$ cat config.mk
export PLATFORM = sky130hd
export DESIGN_NAME = dmem_arbiter_flat
export DESIGN_NICKNAME = d
export VERILOG_FILES = /design/src/rtl/dmem_arbiter_if.sv /design/src/rtl/dmem_arbiter.sv /design/src/flat_wrapper.sv
export SDC_FILE = /design/constraint.sdc
export NUM_CORES = 1
export LEC_CHECK = 0
export BUFFER_PORTS_ARGS = -buffer_cell sky130_fd_sc_hd__buf_2
export CAP_MARGIN = 10
export CORE_ASPECT_RATIO = 2
export CORE_MARGIN = 1
export CORE_UTILIZATION = 35
export DETAILED_ROUTE_END_ITERATION = 10
export PLACE_DENSITY = 0.64
export SETUP_SLACK_MARGIN = 0.15
export SYNTH_ARGS = -nofsm -noshare
export SYNTH_HDL_FRONTEND = slang
export SYNTH_SLANG_ARGS = --single-unit
$ cat constraint.sdc
create_clock -name clk -period 1.88 [get_ports clk]
set_clock_uncertainty 0.2 [all_clocks]
set_input_delay 0.282 -clock clk [delete_from_list [all_inputs] [get_ports clk]]
set_output_delay 0.282 -clock clk [all_outputs]
set_load 0.01 [all_outputs]
$ cat src/rtl/dmem_arbiter_if.sv
// dmem_arbiter_if: bundle of the two requester ports (P = processor, D = secondary
// requester), the shared dmem port and the arbiter status outputs.
//   slave  : arbiter side (takes requests, drives acks, rdata and mem_*).
//   master : requester / memory side (the opposite directions).
interface dmem_arbiter_if;
  // Port P (processor load/store stage)
  logic        p_req;
  logic [0:31] p_addr;
  logic [0:31] p_wdata;
  logic        p_we;
  logic [0:1]  p_size;
  logic        p_ext;
  logic [0:31] p_rdata;
  logic        p_ack;
  // Port D (preloader / debug DMA)
  logic        d_req;
  logic [0:31] d_addr;
  logic [0:31] d_wdata;
  logic        d_we;
  logic [0:1]  d_size;
  logic        d_ext;
  logic [0:31] d_rdata;
  logic        d_ack;
  // Shared dmem port
  logic [0:31] mem_addr;
  logic [0:31] mem_wdata;
  logic        mem_we;
  logic [0:1]  mem_size;
  logic        mem_ext;
  logic [0:31] mem_rdata;
  // Status
  logic        busy;
  logic        grant;

  modport slave (
    input  p_req, p_addr, p_wdata, p_we, p_size, p_ext,
    input  d_req, d_addr, d_wdata, d_we, d_size, d_ext,
    input  mem_rdata,
    output p_rdata, p_ack, d_rdata, d_ack,
    output mem_addr, mem_wdata, mem_we, mem_size, mem_ext,
    output busy, grant
  );

  modport master (
    output p_req, p_addr, p_wdata, p_we, p_size, p_ext,
    output d_req, d_addr, d_wdata, d_we, d_size, d_ext,
    output mem_rdata,
    input  p_rdata, p_ack, d_rdata, d_ack,
    input  mem_addr, mem_wdata, mem_we, mem_size, mem_ext,
    input  busy, grant
  );
endinterface

$ cat src/rtl/dmem_arbiter.sv
// dmem_arbiter: shares one dmem port between the processor (P) and a secondary
// requester (D). Each access runs IDLE -> ACCESS (MEM_LATENCY cycles) -> RESP,
// with round-robin selection when both ports request in the same IDLE cycle.
// Ports:
//   clk, reset : clock, synchronous active-high reset
//   bus        : dmem_arbiter_if.slave -- request fields and rdata/ack per port,
//                the dmem port (mem_*), busy and grant status.
// All outputs are registered.
module dmem_arbiter #(
  parameter int MEM_LATENCY = 1,
  parameter int CNT_W       = 4
) (
  input  logic          clk,
  input  logic          reset,
  dmem_arbiter_if.slave bus
);

  typedef enum logic [1:0] {IDLE, ACCESS, RESP} state_t;

  localparam logic [CNT_W-1:0] LAT_M1 = CNT_W'(MEM_LATENCY - 1);
  localparam logic [CNT_W-1:0] ONE    = CNT_W'(1);

  state_t           state_q;
  logic [CNT_W-1:0] cnt_q;
  logic             last_q;
  logic             grant_q;
  logic             busy_q;
  logic             we_q;
  logic [0:31]      mem_addr_q;
  logic [0:31]      mem_wdata_q;
  logic             mem_we_q;
  logic [0:1]       mem_size_q;
  logic             mem_ext_q;
  logic [0:31]      p_rdata_q;
  logic [0:31]      d_rdata_q;
  logic             p_ack_q;
  logic             d_ack_q;

  // Winner and its request fields for an IDLE-cycle grant.
  logic        win_d;
  logic [0:31] addr_d;
  logic [0:31] wdata_d;
  logic        we_d;
  logic [0:1]  size_d;
  logic        ext_d;

  always_comb begin
    win_d = bus.d_req;
    // Contention: the port that did not own the last access wins.
    if (bus.p_req && bus.d_req) win_d = ~last_q;
    addr_d  = win_d ? bus.d_addr  : bus.p_addr;
    wdata_d = win_d ? bus.d_wdata : bus.p_wdata;
    we_d    = win_d ? bus.d_we    : bus.p_we;
    size_d  = win_d ? bus.d_size  : bus.p_size;
    ext_d   = win_d ? bus.d_ext   : bus.p_ext;
  end

  always_ff @(posedge clk) begin
    if (reset) begin
      state_q     <= IDLE;
      cnt_q       <= '0;
      last_q      <= 1'b1;
      grant_q     <= 1'b0;
      busy_q      <= 1'b0;
      we_q        <= 1'b0;
      mem_addr_q  <= '0;
      mem_wdata_q <= '0;
      mem_we_q    <= 1'b0;
      mem_size_q  <= '0;
      mem_ext_q   <= 1'b0;
      p_rdata_q   <= '0;
      d_rdata_q   <= '0;
      p_ack_q     <= 1'b0;
      d_ack_q     <= 1'b0;
    end else begin
      p_ack_q <= 1'b0;
      d_ack_q <= 1'b0;
      case (state_q)
        IDLE: begin
          if (bus.p_req || bus.d_req) begin
            state_q     <= ACCESS;
            busy_q      <= 1'b1;
            grant_q     <= win_d;
            last_q      <= win_d;
            cnt_q       <= LAT_M1;
            we_q        <= we_d;
            // The mem_* registers double as the request latch.
            mem_addr_q  <= addr_d;
            mem_wdata_q <= wdata_d;
            mem_size_q  <= size_d;
            mem_ext_q   <= ext_d;
            // With a single ACCESS cycle, that cycle is already the counter==0 one.
            mem_we_q    <= (MEM_LATENCY == 1) ? we_d : 1'b0;
          end
        end
        ACCESS: begin
          if (cnt_q != '0) begin
            cnt_q    <= cnt_q - ONE;
            // Write enable only in the final (counter==0) ACCESS cycle.
            mem_we_q <= (cnt_q == ONE) ? we_q : 1'b0;
          end else begin
            state_q     <= RESP;
            if (!we_q) begin
              if (grant_q) d_rdata_q <= bus.mem_rdata;
              else         p_rdata_q <= bus.mem_rdata;
            end
            p_ack_q     <= ~grant_q;
            d_ack_q     <= grant_q;
            mem_addr_q  <= '0;
            mem_wdata_q <= '0;
            mem_we_q    <= 1'b0;
            mem_size_q  <= '0;
            mem_ext_q   <= 1'b0;
          end
        end
        RESP: begin
          // Requests are ignored here; a held req is re-sampled in the next IDLE.
          state_q <= IDLE;
          busy_q  <= 1'b0;
        end
        default: state_q <= IDLE;
      endcase
    end
  end

  assign bus.mem_addr  = mem_addr_q;
  assign bus.mem_wdata = mem_wdata_q;
  assign bus.mem_we    = mem_we_q;
  assign bus.mem_size  = mem_size_q;
  assign bus.mem_ext   = mem_ext_q;
  assign bus.p_rdata   = p_rdata_q;
  assign bus.d_rdata   = d_rdata_q;
  assign bus.p_ack     = p_ack_q;
  assign bus.d_ack     = d_ack_q;
  assign bus.busy      = busy_q;
  assign bus.grant     = grant_q;

endmodule
$ cat src/flat_wrapper.sv
// flat-port wrapper written by rule: the top's interface ports become plain ports
module dmem_arbiter_flat 
#(
  parameter int MEM_LATENCY = 1,
  parameter int CNT_W       = 4
)
  (clk, reset, bus_p_req, bus_p_addr, bus_p_wdata, bus_p_we, bus_p_size, bus_p_ext, bus_d_req, bus_d_addr, bus_d_wdata, bus_d_we, bus_d_size, bus_d_ext, bus_mem_rdata, bus_p_rdata, bus_p_ack, bus_d_rdata, bus_d_ack, bus_mem_addr, bus_mem_wdata, bus_mem_we, bus_mem_size, bus_mem_ext, bus_busy, bus_grant);
  dmem_arbiter_if bus_i ();
  input  logic clk;
  input  logic reset;
  input wire logic [$bits(bus_i.p_req)-1:0] bus_p_req;
  input wire logic [$bits(bus_i.p_addr)-1:0] bus_p_addr;
  input wire logic [$bits(bus_i.p_wdata)-1:0] bus_p_wdata;
  input wire logic [$bits(bus_i.p_we)-1:0] bus_p_we;
  input wire logic [$bits(bus_i.p_size)-1:0] bus_p_size;
  input wire logic [$bits(bus_i.p_ext)-1:0] bus_p_ext;
  input wire logic [$bits(bus_i.d_req)-1:0] bus_d_req;
  input wire logic [$bits(bus_i.d_addr)-1:0] bus_d_addr;
  input wire logic [$bits(bus_i.d_wdata)-1:0] bus_d_wdata;
  input wire logic [$bits(bus_i.d_we)-1:0] bus_d_we;
  input wire logic [$bits(bus_i.d_size)-1:0] bus_d_size;
  input wire logic [$bits(bus_i.d_ext)-1:0] bus_d_ext;
  input wire logic [$bits(bus_i.mem_rdata)-1:0] bus_mem_rdata;
  output wire logic [$bits(bus_i.p_rdata)-1:0] bus_p_rdata;
  output wire logic [$bits(bus_i.p_ack)-1:0] bus_p_ack;
  output wire logic [$bits(bus_i.d_rdata)-1:0] bus_d_rdata;
  output wire logic [$bits(bus_i.d_ack)-1:0] bus_d_ack;
  output wire logic [$bits(bus_i.mem_addr)-1:0] bus_mem_addr;
  output wire logic [$bits(bus_i.mem_wdata)-1:0] bus_mem_wdata;
  output wire logic [$bits(bus_i.mem_we)-1:0] bus_mem_we;
  output wire logic [$bits(bus_i.mem_size)-1:0] bus_mem_size;
  output wire logic [$bits(bus_i.mem_ext)-1:0] bus_mem_ext;
  output wire logic [$bits(bus_i.busy)-1:0] bus_busy;
  output wire logic [$bits(bus_i.grant)-1:0] bus_grant;
  assign bus_i.p_req = bus_p_req;
  assign bus_i.p_addr = bus_p_addr;
  assign bus_i.p_wdata = bus_p_wdata;
  assign bus_i.p_we = bus_p_we;
  assign bus_i.p_size = bus_p_size;
  assign bus_i.p_ext = bus_p_ext;
  assign bus_i.d_req = bus_d_req;
  assign bus_i.d_addr = bus_d_addr;
  assign bus_i.d_wdata = bus_d_wdata;
  assign bus_i.d_we = bus_d_we;
  assign bus_i.d_size = bus_d_size;
  assign bus_i.d_ext = bus_d_ext;
  assign bus_i.mem_rdata = bus_mem_rdata;
  assign bus_p_rdata = bus_i.p_rdata;
  assign bus_p_ack = bus_i.p_ack;
  assign bus_d_rdata = bus_i.d_rdata;
  assign bus_d_ack = bus_i.d_ack;
  assign bus_mem_addr = bus_i.mem_addr;
  assign bus_mem_wdata = bus_i.mem_wdata;
  assign bus_mem_we = bus_i.mem_we;
  assign bus_mem_size = bus_i.mem_size;
  assign bus_mem_ext = bus_i.mem_ext;
  assign bus_busy = bus_i.busy;
  assign bus_grant = bus_i.grant;
  dmem_arbiter #(.MEM_LATENCY(MEM_LATENCY), .CNT_W(CNT_W)) u_core (.clk(clk), .reset(reset), .bus(bus_i));
endmodule
==> results of run 1 <==
==> layer usage <==
metal  vias up  global-route usage (%)  wire, µm
li1       3466                       -         -
met1      3380                   26.10      8454
met2       376                   46.54     13270
met3       123                   6.094      1554
met4         0                   17.62      1458
met5         -                       0         0
==> kinds of logic after synthesis <==
kind of cell               synth area share, %
adders and majority gates               0.6147
buffers and inverters                    5.880
and+or+nand+nor                          12.95
AOI/OAI and AO/OA                        22.21
muxes                                    11.15
DFF                                      47.20
==> sequential cells by signal (all words and copies together) (netlist names), 2 cells and up <==
name                  count
u_core.bus.d_rdata       32
u_core.bus.mem_addr      32
u_core.bus.mem_wdata     32
u_core.bus.p_rdata       32
u_core.cnt_q              4
u_core.bus.mem_size       2
u_core.state_q            2
==> worst min path at each step <==
stage,endpoint,start
after detailed placement,u_core.bus.mem_addr[16]$_SDFFE_PP0P_,u_core.bus.mem_addr[16]$_SDFFE_PP0P_
after global routing,u_core.we_q$_SDFFE_PP0P_,bus_p_we
after global placement,u_core.bus.mem_addr[24]$_SDFFE_PP0P_,u_core.bus.mem_addr[24]$_SDFFE_PP0P_
after CTS,u_core.bus.mem_addr[19]$_SDFFE_PP0P_,bus_p_addr[12]
final,u_core.bus.mem_addr[19]$_SDFFE_PP0P_,bus_p_addr[12]
after floorplan,u_core.bus.d_rdata[0]$_SDFFE_PP0P_,bus_mem_rdata[31]
==> critical path: cells and delay by family, from the launching register on <==
kind	cells	cell delay (ns)
AO/OA/AOI/OAI	1	0.12
adder cells (fa/ha/maj)	1	0.13
buffers and inverters	3	0.36
flip-flops	1	0.33
AND/OR/NAND/NOR	2	0.55
==> cell usage after synthesis, types with 2 or more instances <==
library cell / count / area [µm²]
sky130_fd_sc_hd__nand2b_1: 2 / 12.51
sky130_fd_sc_hd__buf_1: 2 / 7.510
sky130_fd_sc_hd__o21ai_0: 59 / 295.3
sky130_fd_sc_hd__dfxtp_1: 144 / 2883
sky130_fd_sc_hd__clkbuf_1: 45 / 168.9
sky130_fd_sc_hd__nand3_1: 69 / 345.3
sky130_fd_sc_hd__buf_4: 3 / 22.52
sky130_fd_sc_hd__inv_1: 6 / 22.52
sky130_fd_sc_hd__a21oi_1: 70 / 350.3
sky130_fd_sc_hd__nand2_1: 70 / 262.8
sky130_fd_sc_hd__nor2_1: 3 / 11.26
sky130_fd_sc_hd__nor3_1: 2 / 10.01
sky130_fd_sc_hd__a211oi_1: 4 / 30.03
sky130_fd_sc_hd__or2_2: 2 / 12.51
sky130_fd_sc_hd__ha_1: 3 / 37.54
sky130_fd_sc_hd__nor2b_1: 2 / 12.51
sky130_fd_sc_hd__o21ai_1: 10 / 50.05
sky130_fd_sc_hd__buf_2: 19 / 95.09
sky130_fd_sc_hd__buf_6: 3 / 33.78
sky130_fd_sc_hd__mux2i_1: 68 / 680.7
sky130_fd_sc_hd__o32ai_1: 67 / 586.8
sky130_fd_sc_hd__or3_1: 2 / 12.51
==> power groups by stage <==
stage / registers (mW) / clock network [mW] / logic [mW]
2_1_floorplan: 3.55 / 0 / 0.631
3_3_place_gp: 3.45 / 0 / 1.42
3_5_place_dp: 3.45 / 0 / 1.43
4_1_cts: 3.38 / 3.90 / 1.72
5_1_grt: 3.42 / 4.01 / 1.96
6_report: 3.39 / 3.81 / 1.85
==> metrics by stage <==
step	setup TNS, ns	power, mW	hold WS, ns	utilization [%]	cells
2_1_floorplan	-0.1867	4.176	0.2297	-	674
4_1_cts	0	9.004	0.02224	61.80	1372
3_3_place_gp	-0.4537	4.863	0.2495	47.95	1170
3_5_place_dp	-0.9924	4.882	0.2540	47.95	1170
5_1_grt	-0.04913	9.386	0.05617	62.77	1380
6_report	0	9.048	0.03405	62.77	1380
==> area by class of cell <==
| type | count | area, µm² | share of cell area (%) |
|---|---|---|---|
| multi-input cells | 450 | 2960 | 27.44 |
| flip-flops and latches | 144 | 2887 | 26.76 |
| clock inverters | 8 | 175.2 | 1.624 |
| well taps | 210 | 262.8 | 2.436 |
| clock buffers | 23 | 488.0 | 4.523 |
| inverters | 7 | 26.28 | 0.2436 |
| repair buffers | 538 | 3989 | 36.98 |
==> repair_timing <==
action,CTS,global route
setup endpoints to repair,136,136
gates cloned,1,5
buffers inserted,6,3
hold buffers,164,0
hold endpoints to repair,130,0
gates resized for setup,4,32
pin swaps,3,3
==> flow_metrics.env, run 1 <==
export IMPL_pin_count=308
export IMPL_run_status="completed"
export IMPL_slowest_stage="sky130_fd_sc_hd__or3b_4"
export IMPL_finalCriticalPeriod_ns=1.838
export IMPL_areaGrowthSynthToFinish_pct=76.64
export IMPL_p_sw_share_pct=25.86
export IMPL_htree_levels=4
export IMPL_cp_endpoint="u_core.bus.mem_wdata[22]$_SDFFE_PP0P_"
export IMPL_holdCritPathClass="input pin to flop"
export IMPL_placement_cell_area_um2=8240
export IMPL_gr_usage_all_layers_pct=26.21
export IMPL_syn_nets=849
export IMPL_clock_sinks=144
export IMPL_routed_wl_um=24730
export IMPL_cts_made_buffers=17
export IMPL_route_vias_total=7345
export IMPL_layout_common_cells="sky130_fd_sc_hd__buf_2, sky130_fd_sc_hd__dlygate4sd3_1, sky130_fd_sc_hd__dfxtp_1"
export IMPL_commonest_non_fill_non_tap_cell_in_the_layout="sky130_fd_sc_hd__buf_2"
export IMPL_worst_setup_path_type="flop to flop"
export IMPL_clk_path_buf_depth=2
export IMPL_synth_cell_area_um2=6107
export IMPL_drv_max_cap_violation_count=0
export IMPL_grt_pass1_wl_um=36280
export IMPL_power_density_nw_per_um2=838.7
export IMPL_power_report_internal_total_mw=6.708
export IMPL_irDropWorstVdd_mv=0.5065
export IMPL_grt_setup_unrepaired="true"
export IMPL_async_reset_ff_share_pct=0
export IMPL_worst_path_largest_cell_delay_ns=0.41
export IMPL_setup_viol_count_final=0
export IMPL_timing_critical_path_to_type="flop"
export IMPL_drt_iter0_drc=278
export IMPL_synth_lib_cells_used_distinct=41
export IMPL_slew_headroom_pct=73.84
export IMPL_worstPathCellList="inv_2 > ha_4 > or3b_4 > nor2_4 > buf_6 > buf_16 > o32ai_1"
export IMPL_dp_worst_setup_slack_ns=-0.03357
export IMPL_routabilityCongestion=0.7996
export IMPL_clk_insertion_delay_late_ns=0.41
export IMPL_tritoncts_clock_tree="done"
export IMPL_proportion_of_power_drawn_by_the_clock_network_pct=42.1
export IMPL_first_global_vias=7375
export IMPL_non_filler_cell_area_final_um2=10790
export IMPL_timing_critical_path_required_ns=1.96
export IMPL_r2r_cells=7
export IMPL_ys_warn_count=0
export IMPL_height_of_the_die_um=188.8
export IMPL_hold_viol_final=0
export IMPL_core_rowCount=68
export IMPL_fin_crit_sh_pct=97.76
export IMPL_initial_utilization_pct=35.53
export IMPL_fp_coreArea_um2=17190
export IMPL_antenna_found_initial=0
export IMPL_switching_pwr_mw=2.339
export IMPL_r2r_end="u_core.bus.mem_wdata[22]$_SDFFE_PP0P_"
export IMPL_post_synthesis_instance_total=674
export IMPL_worst_setup_path_startpoint="u_core.cnt_q[0]$_SDFFE_PP0P_"
export IMPL_crit_path_start_kind="flop"
export IMPL_number_of_antenna_cells_inserted=0
export IMPL_sequential_fraction_of_design_power_pct=37.5
export IMPL_design_final_nets=1333
export IMPL_gr_ovfl_total=0
export IMPL_yosysSeqAreaShare_pct=47.20
export IMPL_dpl_hpwl_um=13720
export IMPL_reg2reg_from="u_core.cnt_q[0]$_SDFFE_PP0P_"
export IMPL_worst_path_max_fanout=13
export IMPL_die_area_um2=18010
export IMPL_worst_pin_slew_ns=0.3918
export IMPL_maximum_number_of_pins_on_one_net_before_global_route_repair=76
export IMPL_r2r_setup_slack_ns=0.04
export IMPL_pins_over_slew_limit=0
export IMPL_first_pass_iters=5
export IMPL_wl_per_cell_um=17.92
export IMPL_layout_drive_gt1_share_pct=36.32
export IMPL_ys_seq_elements=144
export IMPL_whs_path_depth=3
export IMPL_arrival_ns=1.92
export IMPL_setup_slack_ns=0.04211
export IMPL_drc=0
export IMPL_synth_enable_flop_cells=0
export IMPL_clk_root_buffer_cell="sky130_fd_sc_hd__clkbuf_16"
export IMPL_timing_fmax_mhz=544.1
export IMPL_combPwrFrac_pct=20.4
export IMPL_detail_route_vias_per_cell=5.322
export IMPL_route_antenna_remaining_nets=0
export IMPL_placement_io_buffers=307
export IMPL_fp_dieW_um=95.41
export IMPL_average_footprint_of_a_synthesized_cell_um2=9.061
export IMPL_most_used_dff_post_synth="sky130_fd_sc_hd__dfxtp_1"
export IMPL_n_fill_cell=1448
export IMPL_leakage_nw=4.727
export IMPL_clkTransAtPathRegs_ns=0.06
No activity file was read; power rests on OpenSTA's default activity.
==> inputs of run 2 (changes only) <==
CORE_UTILIZATION = 25   (was 35)
PLACE_DENSITY = 0.48   (was 0.64)
SETUP_SLACK_MARGIN = 0.3   (was 0.15)
==> run 2 against run 1 <==
Against the previous run:
- critical path depth unchanged
- non-clock buffer count shrank 4
- sequential cell count stayed put
==> flow_metrics.env, run 2 (synthesized netlist as in run 1, its figures left out) <==
export IMPL_clock_sinks=144
export IMPL_first_global_vias=7283
export IMPL_timing_fmax_mhz=535.6
export IMPL_slew_headroom_pct=59.83
export IMPL_timing_critical_path_required_ns=1.97
export IMPL_htree_levels=4
export IMPL_dpl_hpwl_um=15140
export IMPL_finish_cell_count_without_fillers=1454
export IMPL_gr_ovfl_total=0
export IMPL_grt_setup_unrepaired="true"
export IMPL_die_area_um2=25090
export IMPL_worst_path_largest_cell_delay_ns=0.42
export IMPL_number_of_antenna_cells_inserted=0
export IMPL_timing_critical_path_to_type="flop"
export IMPL_tritoncts_clock_tree="done"
export IMPL_worst_setup_path_startpoint="u_core.cnt_q[1]$_SDFFE_PP0P_"
export IMPL_critical_path_depth=7
export IMPL_height_of_the_die_um=223.0
export IMPL_irDropWorstVdd_mv=0.5276
export IMPL_setup_viol_count_final=0
export IMPL_antenna_found_initial=2
export IMPL_pin_count=308
export IMPL_worst_setup_path_type="flop to flop"
export IMPL_routabilityCongestion=0.7836
export IMPL_gr_usage_all_layers_pct=19.73
export IMPL_design_final_nets=1329
export IMPL_maximum_number_of_pins_on_one_net_before_global_route_repair=76
export IMPL_whs_path_depth=3
export IMPL_run_status="completed"
export IMPL_holdCritPathClass="input pin to flop"
export IMPL_first_pass_iters=5
export IMPL_wl_per_cell_um=18.75
export IMPL_fp_dieW_um=112.5
export IMPL_initial_utilization_pct=25.53
export IMPL_clk_root_buffer_cell="sky130_fd_sc_hd__clkbuf_16"
export IMPL_slowest_stage="sky130_fd_sc_hd__or3b_4"
export IMPL_drt_iter0_drc=375
export IMPL_drc=0
export IMPL_crit_family="simple AND/OR/NAND/NOR gates"
export IMPL_clkTransAtPathRegs_ns=0.06
export IMPL_layout_common_cells="sky130_fd_sc_hd__buf_2, sky130_fd_sc_hd__dlygate4sd3_1, sky130_fd_sc_hd__dfxtp_1"
export IMPL_pins_over_slew_limit=0
export IMPL_crit_path_start_kind="flop"
export IMPL_hold_viol_final=0
export IMPL_finalCriticalPeriod_ns=1.867
export IMPL_arrival_ns=1.96
export IMPL_power_density_nw_per_um2=765.1
export IMPL_grt_pass1_wl_um=38160
export IMPL_commonest_non_fill_non_tap_cell_in_the_layout="sky130_fd_sc_hd__buf_2"
export IMPL_route_vias_total=7262
export IMPL_worst_pin_slew_ns=0.6026
export IMPL_totalNegativeSetupSlack_ns=0
export IMPL_leakage_nw=4.801
export IMPL_hold_ws_ns=0.02277
export IMPL_setup_slack_ns=0.01279
export IMPL_placement_io_buffers=307
export IMPL_route_antenna_remaining_nets=0
export IMPL_clk_path_buf_depth=2
export IMPL_cts_made_buffers=17
export IMPL_final_util_pct=47.08
export IMPL_core_rowCount=80
export IMPL_drv_max_cap_violation_count=0
export IMPL_placedCellCount=1229
export IMPL_fin_crit_sh_pct=99.32
export IMPL_worstPathCellList="inv_2 > ha_4 > or3b_4 > nor2_4 > buf_6 > clkbuf_16 > o32ai_1"
export IMPL_detail_route_vias_per_cell=4.994
export IMPL_r2r_cells=7
export IMPL_hold_path_startpoint="bus_p_addr[15]"
export IMPL_layout_drive_gt1_share_pct=41.47
export IMPL_dp_worst_setup_slack_ns=-0.09952
export IMPL_path_buf_inv=3
export IMPL_worst_path_max_fanout=5
export IMPL_areaGrowthSynthToFinish_pct=84.43
export IMPL_reg2reg_from="u_core.cnt_q[1]$_SDFFE_PP0P_"
export IMPL_routed_wl_um=27260
export IMPL_clk_insertion_delay_late_ns=0.42
export IMPL_fp_coreArea_um2=23920
-- run 2: changes by cell type in the layout (fill, tap and decap cells not counted), moves of 6 or more --
cell | before | now
sky130_fd_sc_hd__nand3_1 | 68 | 61
sky130_fd_sc_hd__buf_6 | 2 | 11
sky130_fd_sc_hd__o21ai_1 | 33 | 16
sky130_fd_sc_hd__buf_4 | 42 | 21
sky130_fd_sc_hd__o32ai_2 | 2 | 8
sky130_fd_sc_hd__o21ai_0 | 36 | 13
sky130_fd_sc_hd__nand3_2 | 1 | 8
sky130_fd_sc_hd__o21ai_2 | 0 | 38
sky130_fd_sc_hd__o32ai_1 | 65 | 57
sky130_fd_sc_hd__clkbuf_16 | 20 | 29
-- run 2: final cells by class --
class                           count  area (µm²)
Multi-Input combinational cell    450        3266
Fill cell                        2240       12660
Sequential cell                   144        2892
Timing Repair Buffer              534        4160
Inverter                            7       26.28
Clock inverter                      9       82.58
Tap cell                          287       359.1
Clock buffer                       23       478.0
-- run 2: worst paths after layout --
kind                                                        endpoint  slack, ns
worst min-delay path            u_core.bus.mem_addr[16]$_SDFFE_PP0P_       0.02
worst min register to register    u_core.bus.d_rdata[2]$_SDFFE_PP0P_       0.25
worst max-delay path            u_core.bus.mem_addr[24]$_SDFFE_PP0P_       0.01
worst max register to register  u_core.bus.mem_addr[24]$_SDFFE_PP0P_       0.01
-- run 2: repair_timing --
| action | 4_1_cts | 5_1_grt |
|---|---|---|
| hold buffers | 161 | 2 |
| gates resized for setup | 31 | 112 |
| setup endpoints to repair | 141 | 143 |
| hold endpoints to repair | 129 | 1 |
| pin swaps | 1 | 67 |
| cloned | 2 | 18 |
| buffers inserted | 3 | 7 |
-- run 2: routing by layer --
metal / vias up / wire length (µm) / track usage (%)
li1: 3463 / - / -
met1: 3410 / 9224 / 19.26
met2: 297 / 15400 / 36.97
met3: 88 / 1124 / 4.102
met4: 4 / 1492 / 12.86
met5: - / 20 / 0
-- run 2: where the power goes --
part | internal, mW | leakage, nW | switching (mW)
logic | 0.983 | 3.35 | 0.967
clock network | 1.92 | 0.273 | 1.35
registers | 3.27 | 1.18 | 0.118
-- run 2: metrics by stage --
step	power, mW	area [µm²]
final	8.618	11260
after global routing	9.003	11260
after CTS	8.505	10470
after detailed placement	4.888	8143
after global placement	4.877	8143
after floorplan	4.181	6153
-- run 2: tightest hold or removal path: cells and delay by family --
kind                   cells  cell delay (ns)
buffers and inverters      1             0.08
multiplexers               1             0.11
AO/OA/AOI/OAI              1             0.13
